[src/rtl/scene_fade_mixer.sv]
// Pops the base and overlay dot FIFOs in lockstep, keys the overlay over a faded base
// and pushes RGB565 pixels downstream; a frame-stepped FSM sequences fade-out/hold/fade-in.
//   state       | meaning
//   ST_IDLE     | level parked at 16, waiting for iFadeStart
//   ST_FADE_OUT | level drops by step on each iFe until it reaches 0
//   ST_HOLD     | screen black, counting iFe pulses down from iHoldFrames
//   ST_FADE_IN  | level rises by step on each iFe until it reaches 16
`timescale 1ns/1ps
module scene_fade_mixer #(
  parameter int pColorDepth = 16,
  parameter int pHoldWidth  = 8
) (
  input  logic                   iClk,
  input  logic                   iRst,
  input  logic                   iFe,
  input  logic                   iFadeStart,
  input  logic [4:0]             iFadeStep,
  input  logic [pHoldWidth-1:0]  iHoldFrames,
  input  logic [pColorDepth-1:0] iTransColor,
  input  logic                   iBaseVdd,
  input  logic [pColorDepth-1:0] iBaseDd,
  input  logic                   iBaseEmp,
  output logic                   oBaseEdd,
  input  logic                   iOvlVdd,
  input  logic [pColorDepth-1:0] iOvlDd,
  input  logic                   iOvlEmp,
  output logic                   oOvlEdd,
  input  logic                   iFull,
  output logic                   oVd,
  output logic [pColorDepth-1:0] oDd,
  output logic [4:0]             oLevel,
  output logic                   oBusy,
  output logic                   oSceneMid,
  output logic                   oErr
);

  localparam logic [4:0] LVL_MAX = 5'd16;

  typedef enum logic [1:0] {
    ST_IDLE     = 2'd0,
    ST_FADE_OUT = 2'd1,
    ST_HOLD     = 2'd2,
    ST_FADE_IN  = 2'd3
  } state_t;

  state_t                  r_state;
  logic [4:0]              r_level;
  logic [pHoldWidth-1:0]   r_hold_cnt;
  logic                    r_busy;
  logic                    r_scene_mid;
  logic                    r_rd_d;
  logic                    r_vd;
  logic [pColorDepth-1:0]  r_dd;
  logic                    r_err;

  logic                    w_rd;
  logic [4:0]              w_step;
  logic [5:0]              w_lvl_up;
  logic [4:0]              w_r_sc;
  logic [5:0]              w_g_sc;
  logic [4:0]              w_b_sc;
  logic [pColorDepth-1:0]  w_scaled;
  logic [pColorDepth-1:0]  w_mix;
  logic                    w_pix_ok;
  logic                    w_proto_err;

  // Both FIFOs are always popped together so the streams can never slip.
  assign w_rd     = !iBaseEmp && !iOvlEmp && !iFull && !iRst;
  assign oBaseEdd = w_rd;
  assign oOvlEdd  = w_rd;

  assign w_step   = (iFadeStep == 5'd0) ? 5'd1 : iFadeStep;
  assign w_lvl_up = {1'b0, r_level} + {1'b0, w_step};

  // Per-channel scale by level/16; products cannot exceed the channel width at level 16.
  assign w_r_sc   = 5'(({5'b0, iBaseDd[15:11]} * {5'b0, r_level}) >> 4);
  assign w_g_sc   = 6'(({5'b0, iBaseDd[10:5]}  * {6'b0, r_level}) >> 4);
  assign w_b_sc   = 5'(({5'b0, iBaseDd[4:0]}   * {5'b0, r_level}) >> 4);
  assign w_scaled = {w_r_sc, w_g_sc, w_b_sc};
  assign w_mix    = (iOvlDd != iTransColor) ? iOvlDd : w_scaled;

  assign w_pix_ok    = iBaseVdd && iOvlVdd && r_rd_d;
  assign w_proto_err = (iBaseVdd != iOvlVdd) || ((iBaseVdd || iOvlVdd) && !r_rd_d);

  always_ff @(posedge iClk) begin
    if (iRst) begin
      r_rd_d <= 1'b0;
      r_vd   <= 1'b0;
      r_dd   <= '0;
      r_err  <= 1'b0;
    end else begin
      r_rd_d <= w_rd;
      r_vd   <= w_pix_ok;
      if (w_pix_ok)    r_dd  <= w_mix;
      if (w_proto_err) r_err <= 1'b1;
    end
  end

  always_ff @(posedge iClk) begin
    if (iRst) begin
      r_state     <= ST_IDLE;
      r_level     <= LVL_MAX;
      r_hold_cnt  <= '0;
      r_busy      <= 1'b0;
      r_scene_mid <= 1'b0;
    end else begin
      r_scene_mid <= 1'b0;
      case (r_state)
        ST_IDLE: begin
          r_level <= LVL_MAX;
          if (iFadeStart) begin
            r_state <= ST_FADE_OUT;
            r_busy  <= 1'b1;
          end
        end
        ST_FADE_OUT: begin
          if (iFe) begin
            if (r_level <= w_step) begin
              r_level     <= 5'd0;
              r_hold_cnt  <= iHoldFrames;
              r_scene_mid <= 1'b1;
              r_state     <= ST_HOLD;
            end else begin
              r_level <= r_level - w_step;
            end
          end
        end
        ST_HOLD: begin
          if (iFe) begin
            if (r_hold_cnt == '0) r_state <= ST_FADE_IN;
            else                  r_hold_cnt <= r_hold_cnt - 1'b1;
          end
        end
        ST_FADE_IN: begin
          if (iFe) begin
            if (w_lvl_up >= 6'd16) begin
              r_level <= LVL_MAX;
              r_busy  <= 1'b0;
              r_state <= ST_IDLE;
            end else begin
              r_level <= w_lvl_up[4:0];
            end
          end
        end
        default: r_state <= ST_IDLE;
      endcase
    end
  end

  assign oVd       = r_vd;
  assign oDd       = r_dd;
  assign oLevel    = r_level;
  assign oBusy     = r_busy;
  assign oSceneMid = r_scene_mid;
  assign oErr      = r_err;

endmodule

[config.mk]
export PLATFORM = sky130hd
export DESIGN_NAME = scene_fade_mixer
export DESIGN_NICKNAME = d
export VERILOG_FILES = /design/src/rtl/scene_fade_mixer.sv
export SDC_FILE = /design/constraint.sdc
export NUM_CORES = 1
export LEC_CHECK = 0
export CAP_MARGIN = 40
export CORE_MARGIN = 2
export CORE_UTILIZATION = 30
export CTS_BUF_LIST = sky130_fd_sc_hd__clkbuf_8
export CTS_CLUSTER_SIZE = 24
export DETAILED_ROUTE_END_ITERATION = 12
export DONT_BUFFER_PORTS = 1
export PLACE_DENSITY = 0.51
export REMOVE_ABC_BUFFERS = 1
export SKIP_LAST_GASP = 1
export SLEW_MARGIN = 10
export SYNTH_ARGS = -nofsm -noshare
export SYNTH_HDL_FRONTEND = slang
export SYNTH_SLANG_ARGS = --single-unit
[constraint.sdc]
create_clock -name iClk -period 4.1 [get_ports iClk]
set_input_delay 0.615 -clock iClk [delete_from_list [all_inputs] [get_ports iClk]]
set_output_delay 0.615 -clock iClk [all_outputs]
set_load 0.03 [all_outputs]
# Yosys cells after proc, flatten, opt, wreduce, memory -nomap -nowiden
# Index checks and enable logic that the tools add are counted.
# totals
reg_bits	36
input_bits	70
elab_cells	81
# classes
n_addsub	3
multipliers	3
order_cmp	2
n_eq_ne	13
n_mux	25
bitwise	2
reduce_logical	24
# ops
cell	count
$mux 8	4
$mux 5	5
$mul 5x5->9	2
$mux 16	1
$ne 16x16->1	1
$ne 2x2->1 const B	8
$pmux 8 s2	1
$pmux 5 s3	1
$mux 2	7
$mul 6x5->10	1
$logic_not 8->1	1
$pmux 2 s4	1
$sub 8x1->8 const B	1
$reduce_and 7->1	1
$add 5x5->6	1
$ge 6x5->1 const B	1
$logic_and 1x1->1	6
$le 5x5->1	1
$logic_not 1->1	5
$logic_not 5->1	1
$reduce_and 5->1	1
$sub 5x5->5	1
$eq 2x2->1 const B	2
$mux 1	4
other kinds (11)	14

# Depth between registers and ports, before layout
# Gate-level depths: netlist of run 1.
# logic_depth
ltp_word	7
ltp_mapped	14
ltp_nobuf	12

# Worst setup path after synthesis of run 1
# No wires, ideal clock.
# synth_timing
path_kind	register -> register
startpoint	register r_level[4], in the netlist oLevel[4]
endpoint	register r_dd[10], in the netlist oDd[10]
setup_ns	0.134
arrival_ns	3.856
required_ns	3.966
path_slack_ns	0.111
stages_incl_launch_ff	14
n_path_buf	2
synth_period_minus_slack_ns	3.989
cell_sequence	dfxtp_1 > clkbuf_1 > clkbuf_1 > nand2_1 > fa_1 > fa_1 > fa_1 > inv_1 > ha_1 > nand4_1 > o211ai_1 > a221oi_1 > xor2_1 > o221ai_1
# synth_via
elab_chain_cells	2
# synth_lines
item	line_no	source
from (decl)	47	logic [4:0] r_level;
from (signal assigned)	124	r_level <= r_level - w_step;
from (signal assigned)	141	r_level <= w_lvl_up[4:0];
$mul 6x5->10	77	assign w_g_sc = 6'(({5'b0, iBaseDd[10:5]} * {6'b0, r_level}) >> 4);
$mux 16	80	assign w_mix = (iOvlDd != iTransColor) ? iOvlDd : w_scaled;
to (signal assigned)	94	if (w_pix_ok) r_dd <= w_mix;
to (decl)	53	logic [pColorDepth-1:0] r_dd;
# No other way between the ends.
# A chain may end at the register's enable or synchronous reset.

# Worst setup path after layout of run 1
# layout_timing
startpoint	register r_level[2], in the netlist oLevel[2]
endpoint	register r_dd[10], in the netlist oDd[10]
# The elaborated chain is that of the path after synthesis.

==> results of run 1 <==
kinds of logic after synthesis:
| kind of cell | after synthesis | share of synthesized area |
|---|---|---|
| simple gates | 178 | 0.195 |
| compound gates | 111 | 0.173 |
| buf+inv | 94 | 0.0868 |
| fa+ha+maj | 90 | 0.285 |
| xor+xnor | 42 | 0.0793 |
| flops | 36 | 0.155 |
| mux | 12 | 0.0259 |
where the power goes:
group / switching, uW / internal (uW)
Sequential: 120 / 404
Clock: 143 / 134
Combinational: 1070 / 758
Total: 1330 / 1300
cell type report:
type | instances | area [sq um] | share of cell area
Tap cell | 188 | 235 | 0.0474
Inverter | 71 | 267 | 0.0537
Clock inverter | 2 | 11.3 | 0.00227
Timing Repair Buffer | 15 | 120 | 0.0242
Multi-Input combinational cell | 433 | 3520 | 0.710
Clock buffer | 6 | 82.6 | 0.0166
Sequential cell | 36 | 721 | 0.145
worst paths after layout:
kind	from	endpoint	depth (start not counted)
max	oLevel[2]	oDd[10]	11
min	iOvlEmp	r_rd_d	1
max reg2reg	oLevel[2]	oDd[10]	11
min reg2reg	r_hold_cnt[6]	r_hold_cnt[6]	2
flip-flops by register name, summed over array words and instances, names as in the netlist:
name / count
r_state: 2
oBusy: 1
oLevel: 5
oErr: 1
r_rd_d: 1
oSceneMid: 1
r_hold_cnt: 8
oVd: 1
oDd: 16
routing by layer:
metal / vias up / GRT usage
met5: - / 0
met4: 0 / 0.0524
met3: 13 / 0.0320
met2: 79 / 0.258
met1: 1857 / 0.202
li1: 1940 / -
layout by cell type, fill, tap and decap left out, types with 3 or more instances in the layout:
cell type / instances
inv_1: 72
nand2_1: 64
ha_1: 64
dfxtp_1: 36
and2_1: 31
xnor2_1: 26
fa_1: 26
nand3_1: 23
a21oi_1: 22
o21ai_0: 20
xor2_1: 16
nor2_1: 15
buf_4: 14
mux2i_1: 12
nor2b_1: 11
nand4_1: 11
a31oi_1: 8
o31ai_1: 7
a221oi_1: 6
clkbuf_8: 6
and3_1: 5
nor3_1: 5
o211ai_1: 5
nor4_1: 4
o21bai_1: 4
a21o_1: 3
a211oi_1: 3
o32a_2: 3
o2111ai_1: 3
o221ai_1: 3
stage by stage:
| stage | hold slack (ns) | power [uW] | instance area (sq um) |
|---|---|---|---|
| floorplan | 0.439 | 1890 | 4500 |
| global placement | 0.453 | 2320 | 4850 |
| detailed placement | 0.459 | 2350 | 4870 |
| CTS | 0.363 | 2650 | 4960 |
| global route | 0.357 | 2930 | 4960 |
| finish | 0.376 | 2630 | 4960 |
critical path, cell delays in order (launching register included):
cell and delay [ns]:
dfxtp_1 0.67, nand2_1 0.15, fa_1 0.49, fa_1 0.52, fa_1 0.55, inv_1 0.04
ha_1 0.35, nand4_1 0.14, o211ai_1 0.13, a221oi_1 0.30, xor2_1 0.19, o221ai_1 0.12
==> run summary, run 1 <==
status -> completed
Post-Syn Area per Cell -> 8.24 sq um
Area Overhead vs Synth -> 6.88%
Final WS setup -> 0.299 ns
leak pwr -> 0.00217 uW
grt ovf -> 0
final core occ -> 0.327
power per cell area -> 529 nW/um^2
PostCTS Resize Cnt -> 0
Data required, critical path -> 4.26 ns
DRC viols -> 0
Crit Path Class -> reg2reg
Post-CTS Repair Setup Buffers -> 0
overall routed net length -> 12,800 microns
met2 WL -> 6080 microns
worst rel slew slack -> 0.401
first-pass GRT wire length -> 20,100 microns
reg2reg setup slack -> 0.30 ns
HPWL after detailed placement -> 10,400 microns
#FFs+latches synth -> 36
Final Cycle Share -> 0.927
post-place setup slack -> 0.270 ns
critical path data arrival time -> 3.96 ns
final hold violations -> 0
Die X -> 128 microns
CP endpoint kind -> register
largest net degree at the start of global routing -> 28
Netlist cell types -> 56
post-route ant nets -> 0
Avg WL per Cell -> 17.0 microns
M1 WL -> 5590 microns
share of the synthesized area in the top cell type -> 0.173
Setup TNS -> 0 ns
std cell rows -> 45
Seq/Total Area, Yosys -> 0.155
Post-synth top cells -> inv_1 (71), ha_1 (64), nand2_1 (64)
max-slew violations -> 0
DR pass1 iterations -> 4
initial antenna violation count -> 0
main flop type after synthesis -> dfxtp_1
Post-Place Cells -> 743
top layer in use -> met4
diode count -> 0
port bufs -> 0
fill cell count -> 1,557
Die Ht -> 128 microns
clock buffer depth -> 2
1st-iter DRT viols -> 176
layout cell share with drive strength beyond 1 -> 0.0586
root buf cell -> clkbuf_8
metal3 WL -> 844 microns
Tot GR Track Use -> 0.155
Initial Util -> 0.306
f_max -> 263 MHz
Area contributors post-synth -> ha_1 (17%), dfxtp_1 (16%), fa_1 (11%)
fin nets -> 722
Cells after Synth -> 563
Clock Pin Slew Worst Setup and Hold Paths -> 0.08 ns
CTS Buf Count -> 5
Die ar. -> 16,500 sq um
clk_lat worst skew -> 0.30 ns
area leader, netlist -> ha_1
Vias per Instance -> 5.18
CTS H-tree depth -> 2
Worst setup SP type -> register
fin cells -> 751
Setup-failing EPs final -> 0
clk sinks -> 36
EDFF count, synth -> 0
Post-CTS Hold Fix Bufs -> 0
clock skew -> 0.00834 ns
crit path time final -> 3.80 ns
RSZ-0062 raised after global routing -> false
Hold Crit Class -> in2reg
MaxCap Viol Count -> 0
CP max FO -> 13
FFs w/ async S/R, synth -> 0
measured slew at the worst slew-check pin -> 0.899 ns
core region area -> 15,100 sq um
Post-Synthesis Cell Area -> 4640 sq um
via count of the first global-routing pass -> 3,942
IO Pins -> 97
Vias -> 3,889
count leader, synth -> inv_1
Yosys Warn Count -> 0
Worst VDD drop -> 0.182 mV
RePlAce Congestion -> 0.870
CTS tree -> done
Note: power is estimated with default switching activity, not from simulation.
==> run 2: changes to the inputs <==
--- a/config.mk
+++ b/config.mk
@@ -5,15 +5,17 @@
 export SDC_FILE = /design/constraint.sdc
 export NUM_CORES = 1
 export LEC_CHECK = 0
+export ABC_AREA = 1
 export CAP_MARGIN = 40
 export CORE_MARGIN = 2
-export CORE_UTILIZATION = 30
+export CORE_UTILIZATION = 53
 export CTS_BUF_LIST = sky130_fd_sc_hd__clkbuf_8
 export CTS_CLUSTER_SIZE = 24
 export DETAILED_ROUTE_END_ITERATION = 12
 export DONT_BUFFER_PORTS = 1
-export PLACE_DENSITY = 0.51
+export PLACE_DENSITY = 0.75
 export REMOVE_ABC_BUFFERS = 1
+export SETUP_SLACK_MARGIN = 0.5
 export SKIP_LAST_GASP = 1
 export SLEW_MARGIN = 10
 export SYNTH_ARGS = -nofsm -noshare
==> run summary, run 2 <==
Avg WL per Cell -> 11.9 microns
Post-synth top cells -> nand2_1 (280), inv_1 (170), nor2_1 (68)
#FFs+latches synth -> 36
fin nets -> 1,002
Setup-failing EPs final -> 0
first-pass GRT wire length -> 19,600 microns
via count of the first global-routing pass -> 4,455
Vias -> 4,783
largest net degree at the start of global routing -> 26
clock share of power -> 0.139
Post-CTS Hold Fix Bufs -> 0
RSZ-0062 raised after global routing -> true
multiplexer share of the synthesized area -> 0
max-slew violations -> 0
main flop type after synthesis -> dfxtp_1
Synth Area in Compound Gates -> 0.0935
std cell rows -> 36
HPWL after detailed placement -> 9510 microns
FFs w/ async S/R, synth -> 0
clock skew -> 0.00838 ns
clock buffer depth -> 2
Seq pwr share -> 0.255
Area Overhead vs Synth -> 4.76%
f_max -> 296 MHz
MaxCap Viol Count -> 0
most common cell after layout, fill and taps aside -> nand2_1
fin cells -> 976
Crit Path Class -> reg2reg
count leader, synth -> nand2_1
status -> completed
crit path time final -> 3.38 ns
Yosys Warn Count -> 0
measured slew at the worst slew-check pin -> 0.835 ns
Netlist cell types -> 42
max FFs per register -> 16
Vias per Instance -> 4.90
Post-Synthesis Cell Area -> 5230 sq um
leak pwr -> 0.00326 uW
layout cell share with drive strength beyond 1 -> 0.0747
Initial Util -> 0.540
Area contributors post-synth -> nand2_1 (20%), ha_1 (15%), dfxtp_1 (14%)
grt ovf -> 0
initial antenna violation count -> 0
clk_lat worst skew -> 0.29 ns
area leader, netlist -> nand2_1
Seq/Total Area, Yosys -> 0.138
root buf cell -> clkbuf_8
RePlAce Congestion -> 0.907
main combinational cell family by area after synthesis -> simple AND/OR/NAND/NOR gates
CTS tree -> done
Cells after Synth -> 844
CTS H-tree depth -> 2
worst rel slew slack -> 0.442
port bufs -> 0
share of the synthesized area in the top cell type -> 0.201
critical path data arrival time -> 3.61 ns
DRC viols -> 0
DR pass1 iterations -> 4
commonest non-fill, non-tap cells in the layout -> nand2_1 (280), inv_1 (169), nor2_1 (68)
Data required, critical path -> 4.33 ns
clk sinks -> 36
Final Cycle Share -> 0.824
Post-Syn Area per Cell -> 6.20 sq um
Die X -> 103 microns
Internal -> 955 uW
core region area -> 9680 sq um
power per cell area -> 343 nW/um^2
Net Sw Frac -> 0.492
1st-iter DRT viols -> 186
Logic pwr share -> 0.606
overall routed net length -> 11,700 microns
post-synthesis adder-cell area fraction -> 0.253
CP max FO -> 7
Post-Place Cells -> 967
simple-gate portion of the synthesized area -> 0.342
CP endpoint kind -> register
Hold Crit Class -> in2reg
XOR/XNOR share of the synthesized area -> 0.0218
Setup TNS -> 0 ns
Tot GR Track Use -> 0.229
CTS Buf Count -> 5
Worst VDD drop -> 0.179 mV
post-route ant nets -> 0
IO Pins -> 97
Die ar. -> 10,700 sq um
Worst setup SP type -> register
Die Ht -> 103 microns
diode count -> 0
Clock Pin Slew Worst Setup and Hold Paths -> 0.08 ns
Switch Pwr -> 923 uW
EDFF count, synth -> 0
final hold violations -> 0
run 2: worst max-delay path, cell delays in order (launching register included):
cell and delay, ns:
dfxtp_4 0.38, buf_4 0.19, nand2_1 0.06, inv_1 0.05, fa_1 0.49, inv_1 0.05, fa_1 0.46, fa_1 0.54
inv_1 0.06, ha_4 0.25, nand2_1 0.06, nand2_1 0.07, inv_2 0.07, nor2_1 0.04, nor2_1 0.13, nand2_1 0.07
nand2_1 0.05, nand2_1 0.04, nand2_1 0.05, nand3_1 0.08, a21oi_1 0.14
run 2: routing by layer:
layer / global-route usage / share of wire / vias to the layer above / wire [microns]
met1: 0.305 / 0.46 / 2111 / 5360
met2: 0.389 / 0.46 / 98 / 5410
met4: 0.0638 / 0.017 / 0 / 203
met5: 0 / 0 / - / 0
li1: - / - / 2558 / -
met3: 0.0329 / 0.059 / 16 / 683
run 2: power groups by stage:
stage	sequential, uW	combinational, uW	clock, uW
5_1_grt	488	1330	283
3_5_place_dp	488	1120	0
2_1_floorplan	496	875	0
6_report	479	1140	261
3_3_place_gp	487	1100	0
4_1_cts	482	1130	268
run 2: worst paths after layout:
kind                 startpoint            end  slack (ns)  cells past startpoint
setup / recovery      oLevel[3]         oDd[9]        0.72                     20
hold / removal             iRst        oDd[10]        0.38                      1
setup reg to reg      oLevel[3]         oDd[9]        0.72                     20
hold reg to reg   r_hold_cnt[4]  r_hold_cnt[4]        0.52                      2
run 2: logic make-up (layout without fill, tap and decap cells):
group / Yosys count / in the layout
flip-flops: 36 / 36
XOR/XNOR: 13 / 13
adder cells (fa/ha/maj): 90 / 90
buffers and inverters: 199 / 198
AND/OR/NAND/NOR: 423 / 423
AO/OA/AOI/OAI: 83 / 83
run 2: stage by stage:
step | area [sq um] | hold WS, ns | setup WS (ns) | total power [uW] | utilization
4_1_cts | 5450 | 0.362 | 0.519 | 1880 | 0.563
6_report | 5480 | 0.377 | 0.723 | 1880 | 0.566
2_1_floorplan | 5100 | 0.470 | 0.405 | 1370 | -
5_1_grt | 5480 | 0.356 | 0.490 | 2100 | 0.566
3_3_place_gp | 5360 | 0.492 | 0.554 | 1580 | 0.553
3_5_place_dp | 5360 | 0.500 | 0.481 | 1610 | 0.553
run 2: repair_timing:
action,4_1_cts,5_1_grt
hold endpoints to repair,0,0
resized for setup,1,7
setup buffers,0,1
pin swaps,0,2
setup endpoints to repair,1,13
run 2: layout make-up:
| class | instances | area [sq um] |
|---|---|---|
| multi-input combinational | 609 | 3730 |
| inverter | 177 | 664 |
| tap | 133 | 166 |
| clock buffer | 5 | 68.8 |
| sequential | 36 | 732 |
| fill | 973 | 4210 |
| clock inverter | 3 | 18.8 |
| timing repair buffer | 13 | 97.6 |
